<file path="config.mk">
export PLATFORM = sky130hd
export DESIGN_NAME = ca_row_engine
export DESIGN_NICKNAME = d
export VERILOG_FILES = /design/src/rtl/ca_pkg.sv /design/src/rtl/ca_rule_row.sv /design/src/rtl/ca_row_engine.sv
export SDC_FILE = /design/constraint.sdc
export NUM_CORES = 1
export LEC_CHECK = 0
export BUFFER_PORTS_ARGS = -buffer_cell sky130_fd_sc_hd__buf_2
export CAP_MARGIN = 20
export CORE_MARGIN = 2
export CORE_UTILIZATION = 40
export CTS_CLUSTER_DIAMETER = 60
export CTS_CLUSTER_SIZE = 8
export DETAILED_ROUTE_END_ITERATION = 8
export GPL_ROUTABILITY_DRIVEN = 0
export GPL_TIMING_DRIVEN = 1
export PLACE_DENSITY_LB_ADDON = 0.12
export SYNTH_ARGS = -nofsm -noshare
export SYNTH_HDL_FRONTEND = slang
export SYNTH_SLANG_ARGS = --single-unit
</file>
<file path="constraint.sdc">
create_clock -name clk -period 2.1 [get_ports clk]
set_clock_uncertainty 0.15 [all_clocks]
set_input_delay 0.42 -clock clk [delete_from_list [all_inputs] [get_ports clk]]
set_output_delay 0.42 -clock clk [all_outputs]
set_load 0.1 [all_outputs]
</file>
<file path="src/rtl/ca_pkg.sv">
// Shared types and helpers for the cellular-automaton row engine.
// Cell i of a row vector is bit i; packing maps it to byte i/8, bit 7-i%8.
package ca_pkg;

  typedef enum logic [1:0] {
    CLEAR,
    SEED,
    IDLE,
    WRITE
  } state_t;

  localparam int MAX_CELLS = 256;

  function automatic int unsigned cell_byte(input int unsigned i);
    return i / 8;
  endfunction

  function automatic int unsigned cell_bit(input int unsigned i);
    return 7 - (i % 8);
  endfunction

  function automatic logic rule_bit(
    input logic [7:0] rule,
    input logic       l,
    input logic       c,
    input logic       r
  );
    return rule[{l, c, r}];
  endfunction

  // Reference successor for rows of up to MAX_CELLS cells (n in use).
  function automatic logic [MAX_CELLS-1:0] ca_next(
    input logic [MAX_CELLS-1:0] cur,
    input logic [7:0]           rule,
    input logic                 wrap,
    input int unsigned          n
  );
    logic [MAX_CELLS-1:0] nxt;
    logic l;
    logic r;
    nxt = '0;
    for (int i = 0; i < MAX_CELLS; i++) begin
      if (i < n) begin
        l = (i == 0) ? (wrap & cur[n-1])
                     : cur[(i + MAX_CELLS - 1) % MAX_CELLS];
        r = (i == n - 1) ? (wrap & cur[0])
                         : cur[(i + 1) % MAX_CELLS];
        nxt[i] = rule_bit(rule, l, cur[i], r);
      end
    end
    return nxt;
  endfunction

endpackage

</file>
<file path="src/rtl/ca_rule_row.sv">
// Combinational successor of one automaton row: one rule lookup per cell.
// Edge neighbours come from the opposite end when wrap is set, else 0.
module ca_rule_row
  import ca_pkg::*;
#(
  parameter int CELLS = 64
) (
  input  logic [CELLS-1:0] cur,
  input  logic [7:0]       rule,
  input  logic             wrap,
  output logic [CELLS-1:0] nxt
);

  for (genvar i = 0; i < CELLS; i++) begin : g_cell
    logic l;
    logic r;
    if (i == 0) begin : g_l_edge
      assign l = wrap & cur[CELLS-1];
    end else begin : g_l_in
      assign l = cur[i-1];
    end
    if (i == CELLS - 1) begin : g_r_edge
      assign r = wrap & cur[0];
    end else begin : g_r_in
      assign r = cur[i+1];
    end
    assign nxt[i] = rule_bit(rule, l, cur[i], r);
  end

endmodule

</file>
<file path="src/rtl/ca_row_engine.sv">
// Elementary cellular-automaton generator writing one packed row per
// generation into a ring of ROWS rows on the display RAM A-port.
module ca_row_engine
  import ca_pkg::*;
#(
  parameter int CELLS          = 64,
  parameter int ROWS           = 128,
  parameter int ADDR_W         = 10,
  parameter bit CLEAR_ON_RESET = 1'b1,
  localparam int RW = (ROWS > 1) ? $clog2(ROWS) : 1
) (
  input  logic              clk,
  input  logic              rst,
  input  logic              step,
  input  logic [7:0]        rule,
  input  logic              wrap_mode,
  output logic [ADDR_W-1:0] ram_addr,
  output logic [7:0]        ram_data,
  output logic              ram_we,
  output logic              busy,
  output logic [RW-1:0]     row_idx,
  output logic              row_done
);

  localparam int BYTES = CELLS / 8;
  localparam int TOTAL = ROWS * BYTES;
  localparam int KW    = $clog2(BYTES + 1);
  localparam int KB    = $clog2(BYTES);

  localparam logic [ADDR_W-1:0] LAST    = ADDR_W'(TOTAL - 1);
  localparam logic [ADDR_W-1:0] BYTES_A = ADDR_W'(BYTES);
  localparam logic [RW-1:0]     ROW_END = RW'(ROWS - 1);
  localparam logic [KW-1:0]     K_END   = KW'(BYTES);
  localparam logic [CELLS-1:0]  SEED_ROW =
    {{(CELLS/2-1){1'b0}}, 1'b1, {(CELLS/2){1'b0}}};

  if (CELLS % 8 != 0 || CELLS < 16 || CELLS > MAX_CELLS) begin : g_bad_cells
    $error("ca_row_engine: CELLS must be a multiple of 8 in 16..256");
  end
  if (longint'(TOTAL) > (longint'(1) << ADDR_W)) begin : g_bad_addr
    $error("ca_row_engine: ROWS*CELLS/8 exceeds 2**ADDR_W");
  end

  state_t            state, state_n;
  logic [ADDR_W-1:0] cnt, cnt_n;
  logic [KW-1:0]     k, k_n;
  logic [CELLS-1:0]  cur, cur_n, nxt;
  logic [ADDR_W-1:0] addr_n, row_base;
  logic [7:0]        data_n;
  logic              we_n, done_n;
  logic [RW-1:0]     row_n;
  logic [7:0]        bytes [BYTES];

  ca_rule_row #(.CELLS(CELLS)) u_rule (
    .cur  (cur),
    .rule (rule),
    .wrap (wrap_mode),
    .nxt  (nxt)
  );

  // Pack the current row into RAM bytes, cell 0 at the MSB of byte 0.
  always_comb begin
    for (int b = 0; b < BYTES; b++) bytes[b] = '0;
    for (int c = 0; c < CELLS; c++)
      bytes[cell_byte(c)][cell_bit(c)] = cur[c];
  end

  assign row_base = ADDR_W'(row_idx) * BYTES_A;
  assign busy     = (state != IDLE);

  // Next-state and next-output logic; RAM outputs are registered.
  always_comb begin
    state_n = state;
    cnt_n   = cnt;
    k_n     = k;
    cur_n   = cur;
    row_n   = row_idx;
    we_n    = 1'b0;
    addr_n  = ram_addr;
    data_n  = ram_data;
    done_n  = 1'b0;
    unique case (state)
      CLEAR: begin
        we_n   = 1'b1;
        addr_n = cnt;
        data_n = '0;
        if (cnt == LAST) begin
          cnt_n   = '0;
          state_n = SEED;
        end else begin
          cnt_n = cnt + 1'b1;
        end
      end
      SEED, WRITE: begin
        if (k == K_END) begin
          k_n     = '0;
          done_n  = 1'b1;
          state_n = IDLE;
        end else begin
          we_n   = 1'b1;
          addr_n = row_base + ADDR_W'(k);
          data_n = bytes[k[KB-1:0]];
          k_n    = k + 1'b1;
        end
      end
      IDLE: begin
        if (step) begin
          cur_n   = nxt;
          row_n   = (row_idx == ROW_END) ? '0 : row_idx + 1'b1;
          state_n = WRITE;
        end
      end
      default: state_n = IDLE;
    endcase
  end

  // State, counters and RAM port registers with synchronous reset.
  always_ff @(posedge clk) begin
    if (rst) begin
      if (CLEAR_ON_RESET) state <= CLEAR;
      else                state <= SEED;
      cnt      <= '0;
      k        <= '0;
      cur      <= SEED_ROW;
      row_idx  <= '0;
      ram_we   <= 1'b0;
      ram_addr <= '0;
      ram_data <= '0;
      row_done <= 1'b0;
    end else begin
      state    <= state_n;
      cnt      <= cnt_n;
      k        <= k_n;
      cur      <= cur_n;
      row_idx  <= row_n;
      ram_we   <= we_n;
      ram_addr <= addr_n;
      ram_data <= data_n;
      row_done <= done_n;
    end
  end

endmodule

</file>
== Word-level counts from Yosys, hierarchy flattened ==
Cells that the tools add are included.

* RAM bits: 0
* Output and inout port bits: 28
* Bits in registers: 107
* Memories kept: 0
* Latch bits: 0
* ROM bits: 0
* Logic and storage cells: 245

* Multiply operators: 0
* Add/sub/neg operators: 4
* Div/mod/pow operators: 0
* Bitwise logic cells: 4
* Mux-type cells: 145
* Equality and inequality tests: 11
* $lt $le $gt $ge: 65
* Shifts and indexed selects: 0
* Reduce and logical (&&, ||, !) cells: 7

{| class="wikitable"
|+ Operators with widths
! kind !! number
|-
| 3-bit by 4-bit less-than comparator with 1-bit output (second input constant) || 64
|-
| 1-bit binary-select mux with 3-bit select || 64
|-
| 1-bit two-way mux || 66
|-
| 8-bit binary-select mux with 3-bit select || 1
|-
| 8-bit two-way mux || 3
|-
| 10-bit two-way mux || 2
|-
| 10-bit one-hot mux with 2 select lines || 1
|-
| 8-bit one-hot mux with 2 select lines || 1
|-
| 10-bit by 1-bit adder with 10-bit output (second input constant) || 1
|-
| 10-bit by 4-bit adder with 10-bit output || 1
|-
| 10-bit == test (second input constant) || 1
|-
| 2-bit inequality test (second input constant) || 5
|-
| 7-bit by 1-bit adder with 7-bit output (second input constant) || 1
|-
| 7-bit == test (second input constant) || 1
|-
| 7-bit two-way mux || 1
|-
| 2-bit two-way mux || 3
|-
| 2-bit one-hot mux with 3 select lines || 1
|-
| 4-bit by 1-bit adder with 4-bit output (second input constant) || 1
|-
| 2-bit == test (second input constant) || 2
|-
| 4-bit == test (second input constant) || 1
|-
| 4-bit greater-or-equal comparator (second input constant) || 1
|-
| 4-bit two-way mux || 1
|-
| 3-bit inverter with 4-bit output || 1
|-
| 2-bit AND reduction || 2
|-
| 8 further kinds || 10
|}

== Depth between registers and ports, before layout ==
* Depth after elaboration: 6
* Mapped depth: 9

== Hierarchy ==
Synthesis repeated with hierarchy kept, for this count alone.

* Cells, all modules: 832
* Area total of the unflattened synthesis: 8,749.6 um^2

{| class="wikitable"
|+ By module, submodules not included
! module !! area an instance (um^2) !! cells each !! times used
|-
| ca_row_engine || 4,725.8 || 539 || 1
|-
| ca_rule_row || 4,023.9 || 293 || 1
|}

== Worst setup path after synthesis ==
OpenSTA, ideal clock, no wires.

* Path type: flip-flop to flip-flop
* Start: register row_idx[0]
* End: register ram_addr[7]
* Setup slack: -0.352 ns
* Cell stages (with the launch flop): 7
* Library setup time: 0.070 ns
* Data arrival time: 2.232 ns
* Data required time: 1.880 ns
* Path buffers: 0
* Clock period less this slack: 2.452 ns
* Cell sequence: dfxtp_1 > ha_1 > ha_1 > nand3_1 > xor2_1 > a221o_1 > a21oi_1

* Cells in the longest elaborated chain, start to end: 3

{| class="wikitable"
|+ RTL lines
! element !! RTL line !! text
|-
| start, declared || ca_row_engine.sv:21 || <nowiki>output logic [RW-1:0] row_idx,</nowiki>
|-
| start signal, assigned || ca_row_engine.sv:135 || <nowiki>row_idx <= row_n;</nowiki>
|-
| 10-bit by 4-bit adder with 10-bit output || ca_row_engine.sv:101 || <nowiki>addr_n = row_base + ADDR_W'(k);</nowiki>
|-
| 10-bit two-way mux || ca_row_engine.sv:95 || <nowiki>if (k == K_END) begin</nowiki>
|-
| 10-bit one-hot mux with 2 select lines || ca_row_engine.sv:82 || <nowiki>unique case (state)</nowiki>
|-
| end signal, assigned || ca_row_engine.sv:137 || <nowiki>ram_addr <= addr_n;</nowiki>
|-
| end, declared || ca_row_engine.sv:17 || <nowiki>output logic [ADDR_W-1:0] ram_addr,</nowiki>
|}

Every way passes these cells. The select of a mux whose other input is x is not followed.
A chain may end at the register's enable or synchronous reset.

== Worst setup path after layout ==
* Start: register state[0]
* End: output busy

* Cells in the longest elaborated chain, start to end: 1

{| class="wikitable"
|+ RTL lines
! element !! RTL line !! text
|-
| start, declared || ca_row_engine.sv:44 || <nowiki>state_t state, state_n;</nowiki>
|-
| start signal, assigned || ca_row_engine.sv:131 || <nowiki>state <= state_n;</nowiki>
|-
| 2-bit inequality test || ca_row_engine.sv:69 || <nowiki>assign busy = (state != IDLE);</nowiki>
|-
| end, declared || ca_row_engine.sv:20 || <nowiki>output logic busy,</nowiki>
|}

Every way passes these cells.

==> run metrics <==
area leader, netlist mux4_2; initial antenna violation count 0; Mapped Area 8319 um2; CTS Buffer Depth 2; RSZ-0062 raised after global routing false; DRC 0; Die H 148.2 um; Syn Inst Count 766; Avg WL per Cell 23.02 um; status finished, final reports clean; number of iterations in the first detailed-routing pass 5; pin count of the biggest net entering global routing 70; leakage 2.713 nW; initial DRC count 716; Rows 52; CP Class register to primary output; Clk Latency, worst-skew pair 370 ps; Root Driver clkbuf_16; top-area cell type share of the netlist area 0.3844; flops & latches, synth 107; Final Max Tran Viols 0; Syn Nets 784; Setup-failing EPs final 0; sequential element share of the synthesized area 0.2575; post-layout instance area 8820 um2; commonest cells after routing, fill and taps aside 142 x mux4_2, 101 x dfxtp_1, 72 x a21oi_1, 62 x nand3b_1, 61 x o21ai_1; DIE AREA 21,970 um2; Antenna Nets Post-Route 0; Setup TNS 0 ps; Worst Path Max Fanout 14; crit start category register; number of global-route vias before repair 5,930; core area 20,300 um2; Final min period 1916 ps; crit path DAT 1350 ps; synth-to-layout area growth 6.016%; Final Hold Fails 0; ys flop type dfxtp_1; P per Cell Area 495.1 nW/um2; Synth Warn # 0; first-pass GRT wire length 35.42 mm; vias after detailed routing 6,376; CTS tree built; HPWL after DPL 13.72 mm; total grt overflow 0; Max-Cap Viols 0; Top-Level Pins 40; Slew headroom 0.6297; EDFF count, synth 0; synth top area cells mux4_2 38%, dfxtp_1 26%, clkbuf_1 5.6%; I/O Buffers 39; layout cells sized above 1 0.3415; # diodes 0; Setup Fix Bufs, Post-CTS 0; Synth Area per Inst 10.86 um2; clk sinks 107; Final period util 0.9123; H-Tree Depth 3; Nets 710; Worst-Margin Slew 552.4 ps; die width 148.2 um; clk slew on worst S/H paths 90 ps; Tot GR Track Use 0.2064; Post-synth ARST share 0; WHS 308.0 ps; Netlist cell types 46; hold crit path type register to register; WL final 22.26 mm; Starting Density 0.4098; utilization after layout 0.4345; fmax 0.5220 GHz; Setup crit end kind primary output; vias per cell 6.594; TritonCTS buffer count 9; post-placement cell area 8501 um2; Critical Path RT 1530 ps; Peak VDD IR 0.3480 mV; commonest non-fill, non-tap cell in the layout mux4_2
==> worst max-delay path, stage by stage (launching register included) <==
cell and delay, ps:
dfxtp_2 510, nand2b_2 270, buf_12 190
==> state kept, by name (all words and copies together), names as in the netlist <==
name,cells
cnt,10
cur,64
k,4
ram_addr,10
ram_data,8
ram_we,1
row_done,1
row_idx,7
state,2
==> where the power goes <==
| group | total (mW) | switching (mW) | internal, mW |
|---|---|---|---|
| Combinational | 0.499 | 0.275 | 0.224 |
| Clock | 1.82 | 0.961 | 0.861 |
| Sequential | 2.04 | 0.00872 | 2.04 |
| Total | 4.37 | 1.24 | 3.12 |
==> cell usage after synthesis (all sizes together), types with 2 or more instances <==
master and instances:
xor2 11, nand2b 3, ha 6, o21ai 67
dfxtp 107, buf 27, nor3 3, clkbuf 125
a211oi 6, mux2 2, nand3 10, mux4 143
inv 6, and4 2, a221o 10, nand3b 62
nand4 7, and3 13, nor2 33, a21o 2
xnor2 8, nand2 19, and3b 2, mux2i 7
a21oi 73
==> cell families after synthesis <==
kind of cell	Yosys count	share of synthesized area
AOI/OAI and AO/OA	165	0.1107
xor gates and xnor gates	19	0.02000
adders and majority gates	6	0.009024
buffers and inverters	158	0.08979
DFF	107	0.2575
muxes	152	0.3987
and+or+nand+nor	159	0.1143
==> timing repair <==
| action | in CTS | in global routing |
|---|---|---|
| hold endpoints to repair | 0 | 0 |
| hold buffers | 0 | 0 |
| gates resized for setup | 1 | 0 |
| setup endpoints to repair | 1 | 0 |
==> final cells by class <==
class                   instances  area (um2)
clock inverters                 7       92.59
well taps                     270       337.8
flip-flops and latches        107        2150
repair buffers                 67       558.0
clock buffers                   9       225.2
fillers                      1918       11480
multi-input cells             501        5434
inverters                       6       22.52
==> worst paths after layout <==
check,start,to,slack (ps),cells after the start
hold reg to reg,ram_addr[5],ram_addr[5],310,2
hold / removal,ram_addr[5],ram_addr[5],310,2
setup reg to reg,k[0],ram_data[5],220,5
setup / recovery,state[0],busy,180,2
==> through the flow <==
step           total power, mW  cells  setup slack, ps
2_1_floorplan            2.451    766            46.16
4_1_cts                  4.406    967            168.3
5_1_grt                  4.535    967            53.35
3_3_place_gp             2.576    951            220.9
6_report                 4.366    967            184.3
3_5_place_dp             2.587    951            200.1
==> routing by layer <==
| metal | vias to the layer above | track usage | routed length [um] |
|---|---|---|---|
| met4 | 0 | 0.06048 | 386 |
| met1 | 3272 | 0.3117 | 9823 |
| met2 | 304 | 0.3109 | 10470 |
| met3 | 25 | 0.02791 | 1583 |
| met5 | - | 0 | 0 |
| li1 | 2775 | - | - |
Power figures use the tool's default switching activity.
